File: src/rtl/ace_tape_pkg.sv
// Shared types and default timing for the Jupiter Ace tape playback block.
package ace_tape_pkg;

   localparam int TIMER_W  = 16;
   localparam int LEADER_W = 14;
   localparam int BYTE_W   = 16;
   localparam int BIT_W    = 3;

   // Defaults in clk cycles at 6.5 MHz (2x the Z80 T-state rate).
   localparam int DEF_LEADER_HALF = 4022;
   localparam int DEF_LEADER_HDR  = 8192;
   localparam int DEF_LEADER_DAT  = 1024;
   localparam int DEF_SYNC_HI     = 1202;
   localparam int DEF_SYNC_LO     = 1582;
   localparam int DEF_BIT0_HALF   = 1602;
   localparam int DEF_BIT1_HALF   = 3206;
   localparam int DEF_GAP_LEN     = 65000;

   typedef enum logic [2:0] {
      ST_IDLE,
      ST_LEADER,
      ST_SYNC_H,
      ST_SYNC_L,
      ST_DATA,
      ST_WAIT,
      ST_GAP
   } tape_state_e;

   // A level held for n cycles is timed by loading n-1 and running down to 0.
   function automatic logic [TIMER_W-1:0] tm_len(input int n);
      return TIMER_W'(n - 1);
   endfunction

endpackage

File: src/rtl/ace_tape_halfperiod.sv
// Loadable down-counter timing one level segment; expire is high while the count is 0.
module ace_tape_halfperiod
   import ace_tape_pkg::*;
(
   input  logic               clk,
   input  logic               reset,
   input  logic               load,
   input  logic [TIMER_W-1:0] len,
   output logic               expire
);

   logic [TIMER_W-1:0] count_q;
   logic [TIMER_W-1:0] count_d;

   // Load takes priority; otherwise count down and park at zero.
   always_comb begin
      count_d = count_q;
      if (load) begin
         count_d = len;
      end else if (count_q != '0) begin
         count_d = count_q - TIMER_W'(1);
      end
   end

   // Count register.
   always_ff @(posedge clk or negedge reset) begin
      if (!reset) begin
         count_q <= '0;
      end else begin
         count_q <= count_d;
      end
   end

   assign expire = (count_q == '0);

endmodule

File: src/rtl/ace_tape_player.sv
// Tape playback waveform generator feeding the Ace ear input.
//
// state    | meaning
// ---------+-----------------------------------------------------------
// IDLE     | ear low, waiting for start
// LEADER   | square wave of LEADER_HALF halves, selected number of cycles
// SYNC_H   | sync pulse high
// SYNC_L   | sync pulse low, first byte prefetched
// DATA     | bit cells MSB first, high half then low half
// WAIT     | byte boundary reached with nothing held; ear low, underrun set
// GAP      | trailing low time, then done pulse
module ace_tape_player
   import ace_tape_pkg::*;
#(
   parameter int LEADER_HALF = DEF_LEADER_HALF,
   parameter int LEADER_HDR  = DEF_LEADER_HDR,
   parameter int LEADER_DAT  = DEF_LEADER_DAT,
   parameter int SYNC_HI     = DEF_SYNC_HI,
   parameter int SYNC_LO     = DEF_SYNC_LO,
   parameter int BIT0_HALF   = DEF_BIT0_HALF,
   parameter int BIT1_HALF   = DEF_BIT1_HALF,
   parameter int GAP_LEN     = DEF_GAP_LEN
)
(
   input  logic        clk,
   input  logic        reset,
   input  logic        start,
   input  logic        is_header,
   input  logic [15:0] block_len,
   input  logic        abort,
   input  logic [7:0]  byte_data,
   input  logic        byte_valid,
   output logic        byte_ready,
   output logic        ear,
   output logic        busy,
   output logic        done,
   output logic        underrun
);

   localparam logic [TIMER_W-1:0]  LH_LEN  = tm_len(LEADER_HALF);
   localparam logic [TIMER_W-1:0]  SH_LEN  = tm_len(SYNC_HI);
   localparam logic [TIMER_W-1:0]  SL_LEN  = tm_len(SYNC_LO);
   localparam logic [TIMER_W-1:0]  B0_LEN  = tm_len(BIT0_HALF);
   localparam logic [TIMER_W-1:0]  B1_LEN  = tm_len(BIT1_HALF);
   localparam logic [TIMER_W-1:0]  GAP_TM  = tm_len(GAP_LEN);
   localparam logic [LEADER_W-1:0] HDR_CNT = LEADER_W'(LEADER_HDR);
   localparam logic [LEADER_W-1:0] DAT_CNT = LEADER_W'(LEADER_DAT);

   tape_state_e         state_q, state_d;
   logic                ear_q, ear_d;
   logic [LEADER_W-1:0] leader_q, leader_d;
   logic [BYTE_W-1:0]   bytes_q, bytes_d;
   logic [BIT_W-1:0]    bit_q, bit_d;
   logic                phase_q, phase_d;
   logic [7:0]          shift_q, shift_d;
   logic [7:0]          hold_q, hold_d;
   logic                hold_vld_q, hold_vld_d;
   logic                underrun_q, underrun_d;
   logic                done_q, done_d;

   logic                tmr_load;
   logic [TIMER_W-1:0]  tmr_len;
   logic                tmr_expire;

   logic                xfer;
   logic                next_avail;
   logic [7:0]          next_byte;
   logic [BIT_W-1:0]    nxt_idx;
   logic                last_byte;
   logic                begin_byte;
   logic [7:0]          begin_val;

   function automatic logic [TIMER_W-1:0] half_len(input logic b);
      return b ? B1_LEN : B0_LEN;
   endfunction

   ace_tape_halfperiod u_half (
      .clk    (clk),
      .reset  (reset),
      .load   (tmr_load),
      .len    (tmr_len),
      .expire (tmr_expire)
   );

   assign xfer       = byte_valid & byte_ready;
   // A byte accepted in the boundary cycle itself is used directly, avoiding a spurious WAIT.
   assign next_avail = hold_vld_q | xfer;
   assign next_byte  = hold_vld_q ? hold_q : byte_data;
   assign nxt_idx    = bit_q - BIT_W'(1);
   assign last_byte  = (bytes_q <= BYTE_W'(1));

   // Stream accept: prefetch windows only while the holding register is empty; abort masks it.
   always_comb begin
      byte_ready = 1'b0;
      case (state_q)
         ST_SYNC_L: byte_ready = !hold_vld_q;
         ST_DATA:   byte_ready = (bit_q == '0) && !last_byte && !hold_vld_q;
         ST_WAIT:   byte_ready = 1'b1;
         default:   byte_ready = 1'b0;
      endcase
      if (abort) begin
         byte_ready = 1'b0;
      end
   end

   // Next-state, waveform level and timer reload.
   always_comb begin
      state_d    = state_q;
      ear_d      = ear_q;
      leader_d   = leader_q;
      bytes_d    = bytes_q;
      bit_d      = bit_q;
      phase_d    = phase_q;
      shift_d    = shift_q;
      hold_d     = hold_q;
      hold_vld_d = hold_vld_q;
      underrun_d = underrun_q;
      done_d     = 1'b0;
      tmr_load   = 1'b0;
      tmr_len    = LH_LEN;
      begin_byte = 1'b0;
      begin_val  = next_byte;

      if (xfer) begin
         hold_d     = byte_data;
         hold_vld_d = 1'b1;
      end

      case (state_q)
         ST_IDLE: begin
            if (start) begin
               state_d    = ST_LEADER;
               ear_d      = 1'b1;
               leader_d   = is_header ? HDR_CNT : DAT_CNT;
               bytes_d    = (block_len == '0) ? BYTE_W'(1) : block_len;
               bit_d      = '0;
               phase_d    = 1'b0;
               hold_vld_d = 1'b0;
               underrun_d = 1'b0;
               tmr_load   = 1'b1;
               tmr_len    = LH_LEN;
            end
         end
         ST_LEADER: begin
            if (tmr_expire) begin
               tmr_load = 1'b1;
               if (ear_q) begin
                  ear_d   = 1'b0;
                  tmr_len = LH_LEN;
               end else if (leader_q <= LEADER_W'(1)) begin
                  state_d = ST_SYNC_H;
                  ear_d   = 1'b1;
                  tmr_len = SH_LEN;
               end else begin
                  leader_d = leader_q - LEADER_W'(1);
                  ear_d    = 1'b1;
                  tmr_len  = LH_LEN;
               end
            end
         end
         ST_SYNC_H: begin
            if (tmr_expire) begin
               state_d  = ST_SYNC_L;
               ear_d    = 1'b0;
               tmr_load = 1'b1;
               tmr_len  = SL_LEN;
            end
         end
         ST_SYNC_L: begin
            if (tmr_expire) begin
               if (next_avail) begin
                  begin_byte = 1'b1;
               end else begin
                  state_d    = ST_WAIT;
                  ear_d      = 1'b0;
                  underrun_d = 1'b1;
               end
            end
         end
         ST_DATA: begin
            if (tmr_expire) begin
               if (!phase_q) begin
                  phase_d  = 1'b1;
                  ear_d    = 1'b0;
                  tmr_load = 1'b1;
                  tmr_len  = half_len(shift_q[bit_q]);
               end else if (bit_q != '0) begin
                  bit_d    = nxt_idx;
                  phase_d  = 1'b0;
                  ear_d    = 1'b1;
                  tmr_load = 1'b1;
                  tmr_len  = half_len(shift_q[nxt_idx]);
               end else if (last_byte) begin
                  state_d  = ST_GAP;
                  ear_d    = 1'b0;
                  tmr_load = 1'b1;
                  tmr_len  = GAP_TM;
               end else begin
                  bytes_d = bytes_q - BYTE_W'(1);
                  if (next_avail) begin
                     begin_byte = 1'b1;
                  end else begin
                     state_d    = ST_WAIT;
                     ear_d      = 1'b0;
                     underrun_d = 1'b1;
                  end
               end
            end
         end
         ST_WAIT: begin
            if (xfer) begin
               begin_byte = 1'b1;
               begin_val  = byte_data;
            end
         end
         ST_GAP: begin
            if (tmr_expire) begin
               state_d = ST_IDLE;
               done_d  = 1'b1;
            end
         end
         default: begin
            state_d = ST_IDLE;
            ear_d   = 1'b0;
         end
      endcase

      // Common entry into a byte: consume the byte, first bit's high half.
      if (begin_byte) begin
         state_d    = ST_DATA;
         shift_d    = begin_val;
         hold_vld_d = 1'b0;
         bit_d      = BIT_W'(7);
         phase_d    = 1'b0;
         ear_d      = 1'b1;
         tmr_load   = 1'b1;
         tmr_len    = half_len(begin_val[7]);
      end

      if (abort) begin
         state_d    = ST_IDLE;
         ear_d      = 1'b0;
         hold_vld_d = 1'b0;
         done_d     = 1'b0;
         tmr_load   = 1'b0;
      end
   end

   // State and datapath registers.
   always_ff @(posedge clk or negedge reset) begin
      if (!reset) begin
         state_q    <= ST_IDLE;
         ear_q      <= 1'b0;
         leader_q   <= '0;
         bytes_q    <= '0;
         bit_q      <= '0;
         phase_q    <= 1'b0;
         shift_q    <= '0;
         hold_q     <= '0;
         hold_vld_q <= 1'b0;
         underrun_q <= 1'b0;
         done_q     <= 1'b0;
      end else begin
         state_q    <= state_d;
         ear_q      <= ear_d;
         leader_q   <= leader_d;
         bytes_q    <= bytes_d;
         bit_q      <= bit_d;
         phase_q    <= phase_d;
         shift_q    <= shift_d;
         hold_q     <= hold_d;
         hold_vld_q <= hold_vld_d;
         underrun_q <= underrun_d;
         done_q     <= done_d;
      end
   end

   assign ear      = ear_q;
   assign busy     = (state_q != ST_IDLE);
   assign done     = done_q;
   assign underrun = underrun_q;

endmodule

File: config.mk
export PLATFORM = sky130hd
export DESIGN_NAME = ace_tape_player
export DESIGN_NICKNAME = d
export VERILOG_FILES = /design/src/rtl/ace_tape_pkg.sv /design/src/rtl/ace_tape_halfperiod.sv /design/src/rtl/ace_tape_player.sv
export SDC_FILE = /design/constraint.sdc
export NUM_CORES = 1
export LEC_CHECK = 0
export BUFFER_PORTS_ARGS = -buffer_cell sky130_fd_sc_hd__buf_2
export CAP_MARGIN = 20
export CELL_PAD_IN_SITES_DETAIL_PLACEMENT = 2
export CELL_PAD_IN_SITES_GLOBAL_PLACEMENT = 2
export CORE_MARGIN = 5
export CORE_UTILIZATION = 38
export CTS_BUF_LIST = sky130_fd_sc_hd__clkbuf_8 sky130_fd_sc_hd__clkbuf_16
export CTS_CLUSTER_DIAMETER = 150
export DETAILED_ROUTE_END_ITERATION = 12
export PLACE_DENSITY = 0.84
export SLEW_MARGIN = 20
export SYNTH_ARGS = -nofsm -noshare
export SYNTH_HDL_FRONTEND = slang
export SYNTH_SLANG_ARGS = --single-unit
File: constraint.sdc
create_clock -name clk -period 3.5 [get_ports clk]
set_input_delay 0.7 -clock clk [delete_from_list [all_inputs] [get_ports clk]]
set_output_delay 0.7 -clock clk [all_outputs]
set_load 0.05 [all_outputs]
==> flow_summary_export.csv <==
group,metric,value,unit
layout,drive_above_1_share,16.4,%
yosys,synth.distinct_cells,69,
yosys,dominantRegCellSynth,"dfrtp_1",
worst_setup_path,crit_arrival,2580,ps
placement,place_hpwl,10700,um
global_route,antenna_found_initial,0,
placement,place_congestion,0.830,
worst_setup_path,start_kind,"flop",
pwr,p_sw,1.80,mW
cts,ctsHoldBuffers,0,
worst_setup_path,crit_path_max_incr_delay,630,ps
timing,relSlewSlack,34.9,%
yosys,async_flop_share,100,%
timing,fin_crit_sh,93.6,%
placement,post_dp_cell_area,5000,um2
cts,cts.clk_slew.worst_paths,60,ps
cts,cts_tree,"built",
yosys,synth_cells,533,
global_route,grt_pass1_wl,25200,um
cts,clk_path_buf_depth,2,
pwr,comb_power_share,43.0,%
job,maxCapViolCount,0,
yosys,ys_warn_count,0,
yosys,ys_seq_area_share,39.3,%
worst_setup_path,timing.rr.start,"u_half.count_q[1]",
worst_setup_path,crit_buf_inv,1,
timing,rsz0062_at_grt,"no",
floorplan,core.rowCount,40,
cts,post_cts_buffers,0,
worst_setup_path,crit_path_end_kind,"output pin",
cts,cts_resized,0,
layout,syn_to_final_growth,13.7,%
timing,slew_violations,0,
layout,stdcell_area,5290,um2
detailed_routing,drc_errors,0,
placement,place_worst_setup_slack,335,ps
global_route,grt_use_total,22.0,%
layout,fin_util,44.0,%
cts,cts-root-buf,"clkbuf_16",
cts,cts_sinks,73,
detailed_routing,dr.pass1.iters,6,
global_route,grt_overflow_total,0,
timing,max_freq,305,MHz
cts,htreeDepth,3,
yosys,synth_edf_count,0,
pwr,p_int,2.35,mW
detailed_routing,vias,4281,
pwr,peakVddDrop,0.360,mV
floorplan,core_region_area,12000,um2
run_status,status,"completed",
worst_setup_path,worstPathRequired,2800,ps
floorplan,boundaryPins,35,
detailed_routing,ant_nets,0,
worst_setup_path,reg2reg_to,"leader_q[9]",
worst_setup_path,crit_path_max_fanout,8,
pwr,power_frac_seq,35.4,%
floorplan,die_area,14500,um2
min_path,hp-class,"input pin to async pin",
worst_setup_path,path_class,"flop to output pin",
worst_setup_path,rr_worst_depth,10,
timing,fin_skew,5.39,ps
pwr,p_total,4.15,mW
timing,min_period,3280,ps
global_route,grt_max_degree,74,
floorplan,start_util,38.7,%
floorplan,die_h,121,um
layout,diodes,0,
yosys,avgSynthCellArea,8.72,um2
cts,cts_buffers,9,
worst_setup_path,cp_cell_sequence,"or4_1 -> or4_4 -> nor4_4 -> nor3_1 -> buf_2",
detailed_routing,vias_per_cell,5.94,
floorplan,die_w,121,um
worst_setup_path,cpLargestDelayFamily,"simple AND/OR/NAND/NOR gates",
pwr,p_per_area,785,nW/um2
detailed_routing,wl_per_cell,20.8,um
pwr,p_leak,2.21,nW
worst_setup_path,cpMaxStageDelayCell,"or4_1",
layout,fin_nets,608,
global_route,grt_pass1_vias,4710,
detailed_routing,drtIter0Drc,154,
detailed_routing,wirelength,15000,um
timing,tns,0,ps
layout,final_common_cell,"dfrtp_1",
yosys,synth_nets,571,
yosys,syn_area,4650,um2
worst_setup_path,rrSetupSlack,330,ps
layout,most-common-layout-cells,"dfrtp_1, nor2_1, a21oi_1",
timing,worstMarginPinSlew,977,ps
yosys,synth_seq_cells,73,
timing,hold_viol_final,0,
timing,setup_slack,225,ps
pwr,switching_share,43.4,%
pwr,clkPwrFrac,21.5,%
placement,numPortBuffers,34,
timing,setup-violations-final,0,
cts,clk_latency,350,ps
==> per-layer routing <==
layer | track usage (%) | vias up | routed length (um)
met4 | 8.71 | 0 | 333
met1 | 27.0 | 2180 | 6640
li1 | - | 2013 | -
met2 | 37.8 | 60 | 7620
met3 | 4.30 | 28 | 418
met5 | 0 | - | 0
==> cells by family (layout without fill, tap and decap cells) <==
kind of cell,count (synthesis),in the layout,share of synthesized area (%)
AOI/OAI and AO/OA,162,162,21.1
xor gates and xnor gates,26,26,4.90
adders and majority gates,8,8,2.15
buffers and inverters,38,79,3.69
DFF,73,73,39.3
muxes,21,21,5.81
and+or+nand+nor,205,205,23.0
==> power by group through the flow <==
stage | sequential (mW) | combinational, mW | clock, mW
6_report | 1.47 | 1.79 | 0.893
5_1_grt | 1.51 | 1.99 | 0.959
4_1_cts | 1.47 | 1.80 | 0.918
3_5_place_dp | 1.47 | 1.76 | 0
3_3_place_gp | 1.44 | 1.65 | 0
2_1_floorplan | 1.40 | 1.29 | 0
==> sequential cells by signal, summed over array words and instances, names as in the netlist <==
name / cells
bytes_q: 16
phase_q: 1
shift_q: 8
bit_q: 3
hold_vld_q: 1
done: 1
state_q: 3
hold_q: 8
ear: 1
leader_q: 14
u_half.count_q: 16
underrun: 1
==> area by class of cell <==
class                      instances  area, um2
fill                            1326       6730
inverter                          15       56.3
clock inverter                     3       16.3
tap                              147        184
clock buffer                      12        267
sequential                        73       1830
multi-input combinational        422       2650
timing repair buffer              49        285
==> worst register-to-register path, delay by kind of cell, from the launching register on <==
family          cells  cell delay, ps
xor+xnor            1             160
simple gates        5            1630
buf+inv             1             150
flops               1             400
compound gates      2             500
fa+ha+maj           1             220
==> Yosys cell counts, types with 4 or more instances <==
master	count	area, um2
a21oi_1	47	235
a22oi_1	6	45.0
a31oi_1	5	31.3
and2_1	5	31.3
buf_2	4	20.0
clkbuf_1	15	56.3
dfrtp_1	73	1830
ha_1	8	100
inv_1	15	56.3
mux2_2	8	90.1
mux2i_1	9	90.1
mux4_2	4	90.1
nand2_1	44	165
nand2b_1	6	37.5
nand3_1	12	60.1
nor2_1	54	203
nor2b_1	8	50.1
nor3_1	25	125
nor4_1	13	81.3
o211ai_1	4	30.0
o21a_1	4	30.0
o21ai_0	44	220
o21ai_1	13	65.1
o21ai_2	4	35.0
o22ai_1	5	31.3
o31ai_1	6	45.0
or3_1	8	50.1
or4_1	4	30.0
xnor2_1	20	175
xor2_1	6	52.6
==> per-stage QoR <==
step,cells,hold slack [ps]
6_report,721,468
5_1_grt,721,535
4_1_cts,721,512
3_5_place_dp,706,499
3_3_place_gp,706,488
2_1_floorplan,533,404
==> worst max-delay path by stage <==
stage	startpoint	to	slack (ps)	depth (start not counted)
6_report	bytes_q[8]	byte_ready	220	5
2_1_floorplan	bit_q[0]	byte_ready	460	7
3_3_place_gp	u_half.count_q[3]	leader_q[11]	630	8
3_5_place_dp	u_half.count_q[1]	leader_q[9]	330	10
5_1_grt	u_half.count_q[3]	leader_q[9]	70	8
4_1_cts	bytes_q[8]	byte_ready	200	5
(Power assumes the default switching activity.)
